<file path="src/rtl/mux_tdm_n.sv">
// N-input, WIDTH-bit multiplexer with registered output: manual channel select
// or time-division scan over the enabled channels, DWELL cycles per channel.
module mux_tdm_n #(
    parameter int WIDTH = 8,
    parameter int N     = 4,
    parameter int DWELL = 2,
    parameter int SW    = $clog2(N)
) (
    input  logic               clk,
    input  logic               rst_n,
    input  logic               en,
    input  logic               mode,
    input  logic [SW-1:0]      s,
    input  logic [N-1:0]       mask,
    input  logic [N*WIDTH-1:0] d,
    output logic [WIDTH-1:0]   o,
    output logic [SW-1:0]      ch,
    output logic               o_valid,
    output logic               wrap
);

    localparam int CW = $clog2(DWELL) + 1;

    logic [SW-1:0]    cur;
    logic [CW-1:0]    dwell_cnt;
    logic             prev_mode;

    logic [WIDTH-1:0] lane [N];
    logic             entry;
    logic [SW-1:0]    eff;
    logic [SW-1:0]    nxt_start;
    logic [SW-1:0]    nxt;
    logic [CW-1:0]    cnt_eff;
    logic             last_dwell;
    logic             sel_ok;

    // First enabled channel at or above start, wrapping to the lowest enabled
    // one. Two priority scans instead of a rotator keep this shallow for N=16.
    function automatic logic [SW-1:0] find_from(input logic [SW-1:0] start,
                                                input logic [N-1:0]  m);
        logic [SW-1:0] r_hi;
        logic [SW-1:0] r_any;
        logic          found_hi;
        r_hi     = start;
        r_any    = start;
        found_hi = 1'b0;
        for (int i = N - 1; i >= 0; i--) begin
            if (m[i]) begin
                r_any = SW'(i);
                if (i >= int'(start)) begin
                    r_hi     = SW'(i);
                    found_hi = 1'b1;
                end
            end
        end
        return found_hi ? r_hi : r_any;
    endfunction

    always_comb begin
        for (int i = 0; i < N; i++) begin
            lane[i] = d[i*WIDTH +: WIDTH];
        end
    end

    // o_valid qualifies o and ch for exactly the cycle it is high; the
    // consumer has no back-pressure, so there is no ready.
    always_comb begin
        entry      = !prev_mode;
        eff        = entry ? find_from('0, mask) : find_from(cur, mask);
        nxt_start  = (int'(eff) == N - 1) ? '0 : eff + SW'(1);
        nxt        = find_from(nxt_start, mask);
        cnt_eff    = entry ? '0 : dwell_cnt;
        last_dwell = (cnt_eff == CW'(DWELL - 1));
        sel_ok     = (int'(s) < N) && mask[s];
    end

    always_ff @(posedge clk) begin
        if (!rst_n) begin
            o         <= '0;
            ch        <= '0;
            o_valid   <= 1'b0;
            wrap      <= 1'b0;
            cur       <= '0;
            dwell_cnt <= '0;
            prev_mode <= 1'b0;
        end else if (!en) begin
            o_valid <= 1'b0;
            wrap    <= 1'b0;
        end else begin
            prev_mode <= mode;
            if (!mode) begin
                o         <= sel_ok ? lane[s] : '0;
                ch        <= s;
                o_valid   <= sel_ok;
                wrap      <= 1'b0;
                cur       <= '0;
                dwell_cnt <= '0;
            end else if (mask == '0) begin
                // Nothing to scan: cur and dwell_cnt hold until a lane returns.
                o       <= '0;
                o_valid <= 1'b0;
                wrap    <= 1'b0;
            end else begin
                o       <= lane[eff];
                ch      <= eff;
                o_valid <= 1'b1;
                if (last_dwell) begin
                    dwell_cnt <= '0;
                    cur       <= nxt;
                    wrap      <= (nxt <= eff);
                end else begin
                    dwell_cnt <= cnt_eff + CW'(1);
                    cur       <= eff;
                    wrap      <= 1'b0;
                end
            end
        end
    end

endmodule

</file>
<file path="config.mk">
export PLATFORM = sky130hd
export DESIGN_NAME = mux_tdm_n
export DESIGN_NICKNAME = d
export VERILOG_FILES = /design/src/rtl/mux_tdm_n.sv
export SDC_FILE = /design/constraint.sdc
export NUM_CORES = 1
export LEC_CHECK = 0
export BUFFER_PORTS_ARGS = -buffer_cell sky130_fd_sc_hd__buf_2
export CAP_MARGIN = 20
export CORE_ASPECT_RATIO = 0.9
export CORE_MARGIN = 1.5
export CORE_UTILIZATION = 50
export CTS_CLUSTER_SIZE = 14
export DETAILED_ROUTE_END_ITERATION = 12
export PLACE_DENSITY = 0.85
export SYNTH_ARGS = -nofsm -noshare
export SYNTH_HDL_FRONTEND = slang
export SYNTH_SLANG_ARGS = --single-unit
</file>
<file path="constraint.sdc">
create_clock -name clk -period 4.4 [get_ports clk]
set_input_delay 1.1 -clock clk [delete_from_list [all_inputs] [get_ports clk]]
set_output_delay 1.1 -clock clk [all_outputs]
set_load 0.005 [all_outputs]
</file>
; ---- After elaboration in Yosys (flattened, before gate mapping)
; Cells that the tools add are included.
[totals]
elab_cells = 95
ff_bits = 17
out_inout_bits = 12
[classes]
bitwise = 6
n_reduce_logical = 4
n_lt_le_gt_ge = 10
addsub = 2
muxes = 63
eq_ne = 3
[ops]
columns = operator, count
row1 = 2-bit two-way mux, 37
row2 = 8-bit two-way mux, 7
row3 = 8-bit binary-select mux with 2-bit select, 2
row4 = 1-bit two-way mux, 16
row5 = 1-bit by 2-bit greater-or-equal comparator with 1-bit output (first input constant), 4
row6 = 3-bit greater-or-equal comparator (second input constant), 2
row7 = 2-bit NOT with 3-bit output, 2
row8 = 5-bit OR reduction, 1
row9 = 2-bit by 1-bit adder with 2-bit output (second input constant), 2
row10 = 2-bit by 1-bit == test with 1-bit output (second input constant), 2
row11 = 2-bit greater-or-equal comparator (first input constant), 2
row12 = 4-bit logical NOT, 1
row13 = 1-bit NOT, 4
row14 = 2-bit AND reduction, 2
row15 = 2-bit by 3-bit < comparator with 1-bit output (second input constant), 1
row16 = 1-bit binary-select mux with 2-bit select, 1
row17 = 2-bit <= comparator, 1
row18 = 2-bit != test (second input constant), 1

; ---- Longest topological paths before layout
[depth]
word_depth = 22
ltp_mapped = 16
mapped_depth_nobuf = 15

; ---- Least setup slack after synthesis
; No wires, ideal clock.
[synth_timing]
path_type = input -> register
start = in mask[1]
end = reg wrap
setup_slack_ns = 0.935
cell_stages = 13
arrival_ns = 3.349
t_required_ns = 4.283
cell_sequence = buf_6 or2_1 o21ai_1 and3_1 buf_6 buf_12 ha_1 nand2_1 a2111oi_1 a21oi_1 ha_1 a21oi_1 nor3_1
[synth_between]
elab_chain_cells = 16
[synth_lines]
columns = element, line
row1 = "start, declared", 14  ; input logic [N-1:0] mask,
row2 = 2-bit two-way mux / 1-bit two-way mux (equally long branches), 48  ; if (m[i]) begin
row3 = 2-bit two-way mux / 1-bit two-way mux (equally long branches), 50  ; if (i >= int'(start)) begin
row4 = 2-bit two-way mux / 1-bit two-way mux (equally long branches), 48
row5 = 2-bit two-way mux, 56  ; return found_hi ? r_hi : r_any;
row6 = 2-bit two-way mux, 69  ; eff = entry ? find_from('0, mask) : find_from(cur, mask);
row7 = 2-bit by 1-bit adder with 2-bit output / 2-bit by 1-bit == test with 1-bit output (equally long branches), 70  ; nxt_start = (int'(eff) == N - 1) ? '0 : eff + SW'(1);
row8 = 2-bit two-way mux, 70
row9 = 2-bit greater-or-equal comparator / 2-bit two-way mux (equally long branches), "50, 48"
row10 = 2-bit two-way mux / 1-bit two-way mux (equally long branches), 50
row11 = 2-bit two-way mux / 1-bit two-way mux (equally long branches), 48
row12 = 2-bit two-way mux / 1-bit two-way mux (equally long branches), 50
row13 = 2-bit two-way mux / 1-bit two-way mux (equally long branches), 48
row14 = 2-bit two-way mux / 1-bit two-way mux (equally long branches), 50
row15 = 2-bit two-way mux / 1-bit two-way mux (equally long branches), 48
row16 = 2-bit two-way mux, 56
row17 = 2-bit <= comparator, 110  ; wrap <= (nxt <= eff);
row18 = "end signal, assigned", 110
row19 = "end, declared", 19  ; output logic wrap
; Several ways; a longest one is shown, not always the timed one.
; A chain may end at the register's enable or synchronous reset.

; ---- Worst setup path after layout
[layout_timing]
start = in mask[3]
end = reg wrap
[layout_between]
elab_chain_cells = 20
[layout_lines]
columns = element, line
row1 = 2-bit two-way mux / 1-bit two-way mux (equally long branches), 48
row2 = 2-bit two-way mux / 1-bit two-way mux (equally long branches), 50
row3 = 2-bit two-way mux / 1-bit two-way mux (equally long branches), 48
row4 = 2-bit two-way mux / 1-bit two-way mux (equally long branches), 50
row5 = 2-bit two-way mux / 1-bit two-way mux (equally long branches), 48
row6 = 2-bit two-way mux / 1-bit two-way mux (equally long branches), 50
row7 = 2-bit two-way mux / 1-bit two-way mux (equally long branches), 48
row8 = 2-bit two-way mux, 56
row9 = [4 not listed], --
row10 = 2-bit two-way mux / 1-bit two-way mux (equally long branches), 50
row11 = 2-bit two-way mux / 1-bit two-way mux (equally long branches), 48
row12 = 2-bit two-way mux / 1-bit two-way mux (equally long branches), 50
row13 = 2-bit two-way mux / 1-bit two-way mux (equally long branches), 48
row14 = 2-bit two-way mux / 1-bit two-way mux (equally long branches), 50
row15 = 2-bit two-way mux / 1-bit two-way mux (equally long branches), 48
row16 = 2-bit two-way mux, 56
row17 = 2-bit <= comparator, 110
; Several ways; a longest one is shown, not always the timed one.

==> out/qor.csv <==
stage,metric,value,unit
detailed_routing,DRT Pass-1 Iters,4,
placed_design,GPL Wtd Cong,0.856,
floorplanning,initial core utilization,51.5,%
timing,crit path time final,3350,ps
setup_path,worst reg2reg path endpoint,wrap,
timing,Slew @ Worst Pin,665,ps
pwr,switching share of power,32.8,%
timing,final hold vios,0,
clock_network,clk sink count,17,
hold_path,Worst Hold Path EP,dwell_cnt[1],
setup_path,critical path launch point type,input port,
clock_network,CTS root buf,clkbuf_4,
placed_design,post-place setup slack,748,ps
setup_path,max incr delay on CP,550,ps
clock_network,total setup buffers inserted after CTS,0,
timing,period utilization,76.1,%
logic_synthesis,Synth warnings,0,
timing,Slew Limit Fails,0,
floorplanning,die area,3450,um^2
final_layout,layout cells sized above 1,31.9,%
clock_network,CTS buffer count,3,
clock_network,Max Root-Sink Buffers,2,
pwr,internal power,0.270,mW
pwr,PwrDens,222,nW/um^2
setup_path,crit-path cells,buf_2 -> or2_0 -> a21oi_1 -> o21ai_1 -> and2_1 -> inv_1 -> ha_1 -> nand2_1 -> a2111oi_1 -> a21oi_1 -> ha_1 -> a21oi_1 -> nor3_1,
grt,pin count of the biggest net entering global routing,20,
clock_network,Resize count post-CTS,0,
timing,RSZ-0062 raised after global routing,false,
setup_path,origin of the critical flop-to-flop path,cur[1],
logic_synthesis,Syn Area/Cell,8.59,um^2
detailed_routing,DR top layer,met4,
detailed_routing,metal2 WL,1680,um
hold_path,hold depth,2,
logic_synthesis,count of cell types in the netlist,44,
pwr,leak pwr,0.759,nW
outcome,outcome,"complete, no violations",
grt,grt total ovfl,0,
clock_network,Clock Latency Late Sink,290,ps
logic_synthesis,"Top FF cell, synth",dfxtp_1,
hold_path,hold crit path type,reg2reg,
logic_synthesis,Mapped Cells,181,
setup_path,Worst path slowest cell,a2111oi_1,
job,total of max-cap violations,0,
pwr,Switch Pwr,0.132,mW
pwr,Comb power frac,36.5,%
setup_path,worst endpoint required time,4600,ps
logic_synthesis,Post-Syn Area,1560,um^2
clock_network,hold buffers post-CTS,0,
detailed_routing,residual DRC count,0,
final_layout,layout overhead on the synthesized area,16.6,%
floorplanning,core area,3020,um^2
setup_path,Reg2Reg Depth,12,
logic_synthesis,asr flop ratio synth,0,%
setup_path,crit end category,flop,
final_layout,Layout Nets,273,
logic_synthesis,number of flops mapped to enable cells by yosys,0,
setup_path,CP arrival,3550,ps
detailed_routing,Vias/cell,5.79,
timing,Fin Setup TNS,0,ps
logic_synthesis,"FF+latch count, synth",17,
timing,Worst slew margin,55.6,%
pwr,Sequential Power Share,42.3,%
clock_network,clock-pin slew on the worst setup and hold paths,110,ps
timing,endpoints failing setup,0,
logic_synthesis,top post-synthesis cells by area,"dfxtp_1, mux4_2, mux2i_1",
hold_path,HP Start,dwell_cnt[1],
placed_design,input/output buffers,53,
grt,vias in the first global route,1372,
grt,first-pass GRT wire length,5960,um
final_layout,ANT cells,0,
logic_synthesis,share of the synthesized area in the top cell type,21.9,%
placed_design,dpl hpwl,2770,um
logic_synthesis,syn nets,227,
detailed_routing,wl on met1,1680,um
setup_path,Critical Path Fanout Max,14,
final_layout,Multi-input gate area,1070,um^2
timing,Max Freq,299,MHz
detailed_routing,DR WL/cell,13.5,um
setup_path,CP Class,in2reg,
detailed_routing,routed vias,1551,
setup_path,most used cell along the critical path,a21oi_1,
detailed_routing,drt first-iter violations,90,
clock_network,H-Tree Depth,1,
floorplanning,FP Rows,19,
clock_network,TritonCTS clock tree,done,
timing,setup ws final,1050,ps
detailed_routing,detailed-route wire length,3610,um
setup_path,flop2flop setup slack,1700,ps
floorplanning,Top Ports,54,
detailed_routing,Final ANT Viol Nets,0,
logic_synthesis,"Seq/Total Area, Yosys",21.9,%
pwr,VDD IR max,0.000114,V
detailed_routing,met3 WL post-DR,211,um
pwr,Clk network pwr share,21.2,%
grt,initial antenna violation count,0,
final_layout,Storage cell area,340,um^2
timing,skew final,14.9,ps
grt,GRT Resource Usage Total,22.4,%
floorplanning,Die H,55.9,um
floorplanning,die width,61.8,um
logic_synthesis,Synth area leader,dfxtp_1,
final_layout,Filler cells,296,
## cells by family after synthesis
kind of cell               after synthesis  share of synthesized area (%)
AOI/OAI and AO/OA                       52                           23.3
adders and majority gates                4                           3.22
muxes                                   26                           24.2
and+or+nand+nor                         56                           18.3
DFF                                     17                           21.9
buffers and inverters                   26                           9.17
## routing by layer
metal  vias up  GRT usage, %
li1        758             -
met1       733          32.1
met2        56          34.7
met3         4          2.56
met4         0          7.29
met5         -             0
## power groups by stage
stage,combinational (mW),sequential [mW],clock (mW)
finish,0.147,0.170,0.0852
global route,0.163,0.171,0.0952
CTS,0.147,0.170,0.0866
detailed placement,0.147,0.174,0
global placement,0.143,0.173,0
floorplan,0.106,0.174,0
## cell usage after synthesis, drive strengths merged (2+ instances only)
cell    instances
o21a            3
a211oi          2
o22ai           8
inv            13
buf             9
nand2          25
mux2i          17
clkbuf          4
nor2            6
o21ai           5
nor2b           8
a21boi          2
o221ai          8
nand4           2
a21oi          14
ha              4
dfxtp          17
nand2b          6
mux4            9
or2             3
## worst max path at each step
stage | startpoint | endpoint | slack [ps] | cells after the start
floorplan | mask[1] | wrap | 930 | 13
global placement | mask[3] | wrap | 820 | 13
detailed placement | mask[3] | wrap | 750 | 13
CTS | mask[3] | wrap | 1060 | 13
global route | mask[3] | wrap | 850 | 15
finish | mask[3] | wrap | 1050 | 13
## stage by stage
step | instance area, um^2 | hold slack, ps | util [%] | std cells | power (mW)
2_1_floorplan | 1560 | 421 | - | 181 | 0.280
3_3_place_gp | 1790 | 435 | 59.2 | 264 | 0.317
3_5_place_dp | 1790 | 452 | 59.2 | 264 | 0.320
4_1_cts | 1810 | 465 | 60.0 | 268 | 0.404
5_1_grt | 1810 | 494 | 60.0 | 268 | 0.430
6_report | 1810 | 464 | 60.0 | 268 | 0.402
## placed cells by master (no fill, tap or decap), drive strengths merged, types with 5 or more instances in the layout
master  count
nand2      25
nor2        6
o22ai       8
dfxtp      17
nand2b      6
mux2i      17
o21ai       5
buf        54
inv        13
mux4        9
a21oi      14
nor2b       8
o221ai      8
## state kept, by name, summed over array words and instances, names as in the netlist
| signal | flops |
|---|---|
| wrap | 1 |
| o | 8 |
| dwell_cnt | 2 |
| o_valid | 1 |
| ch | 2 |
| cur | 2 |
| prev_mode | 1 |
## worst max-delay path: cells and delay by family
family / cells / cell delay, ps
compound gates: 5 / 1190
simple gates: 4 / 580
fa+ha+maj: 2 / 440
buf+inv: 2 / 240
## layout make-up
class	instances	area share, %
Timing Repair Buffer	54	15.0
Sequential cell	17	18.8
Clock buffer	4	1.45
Multi-Input combinational cell	138	59.1
Inverter	13	2.69
Tap cell	42	2.90
Note: power is estimated with default switching activity, not from simulation.
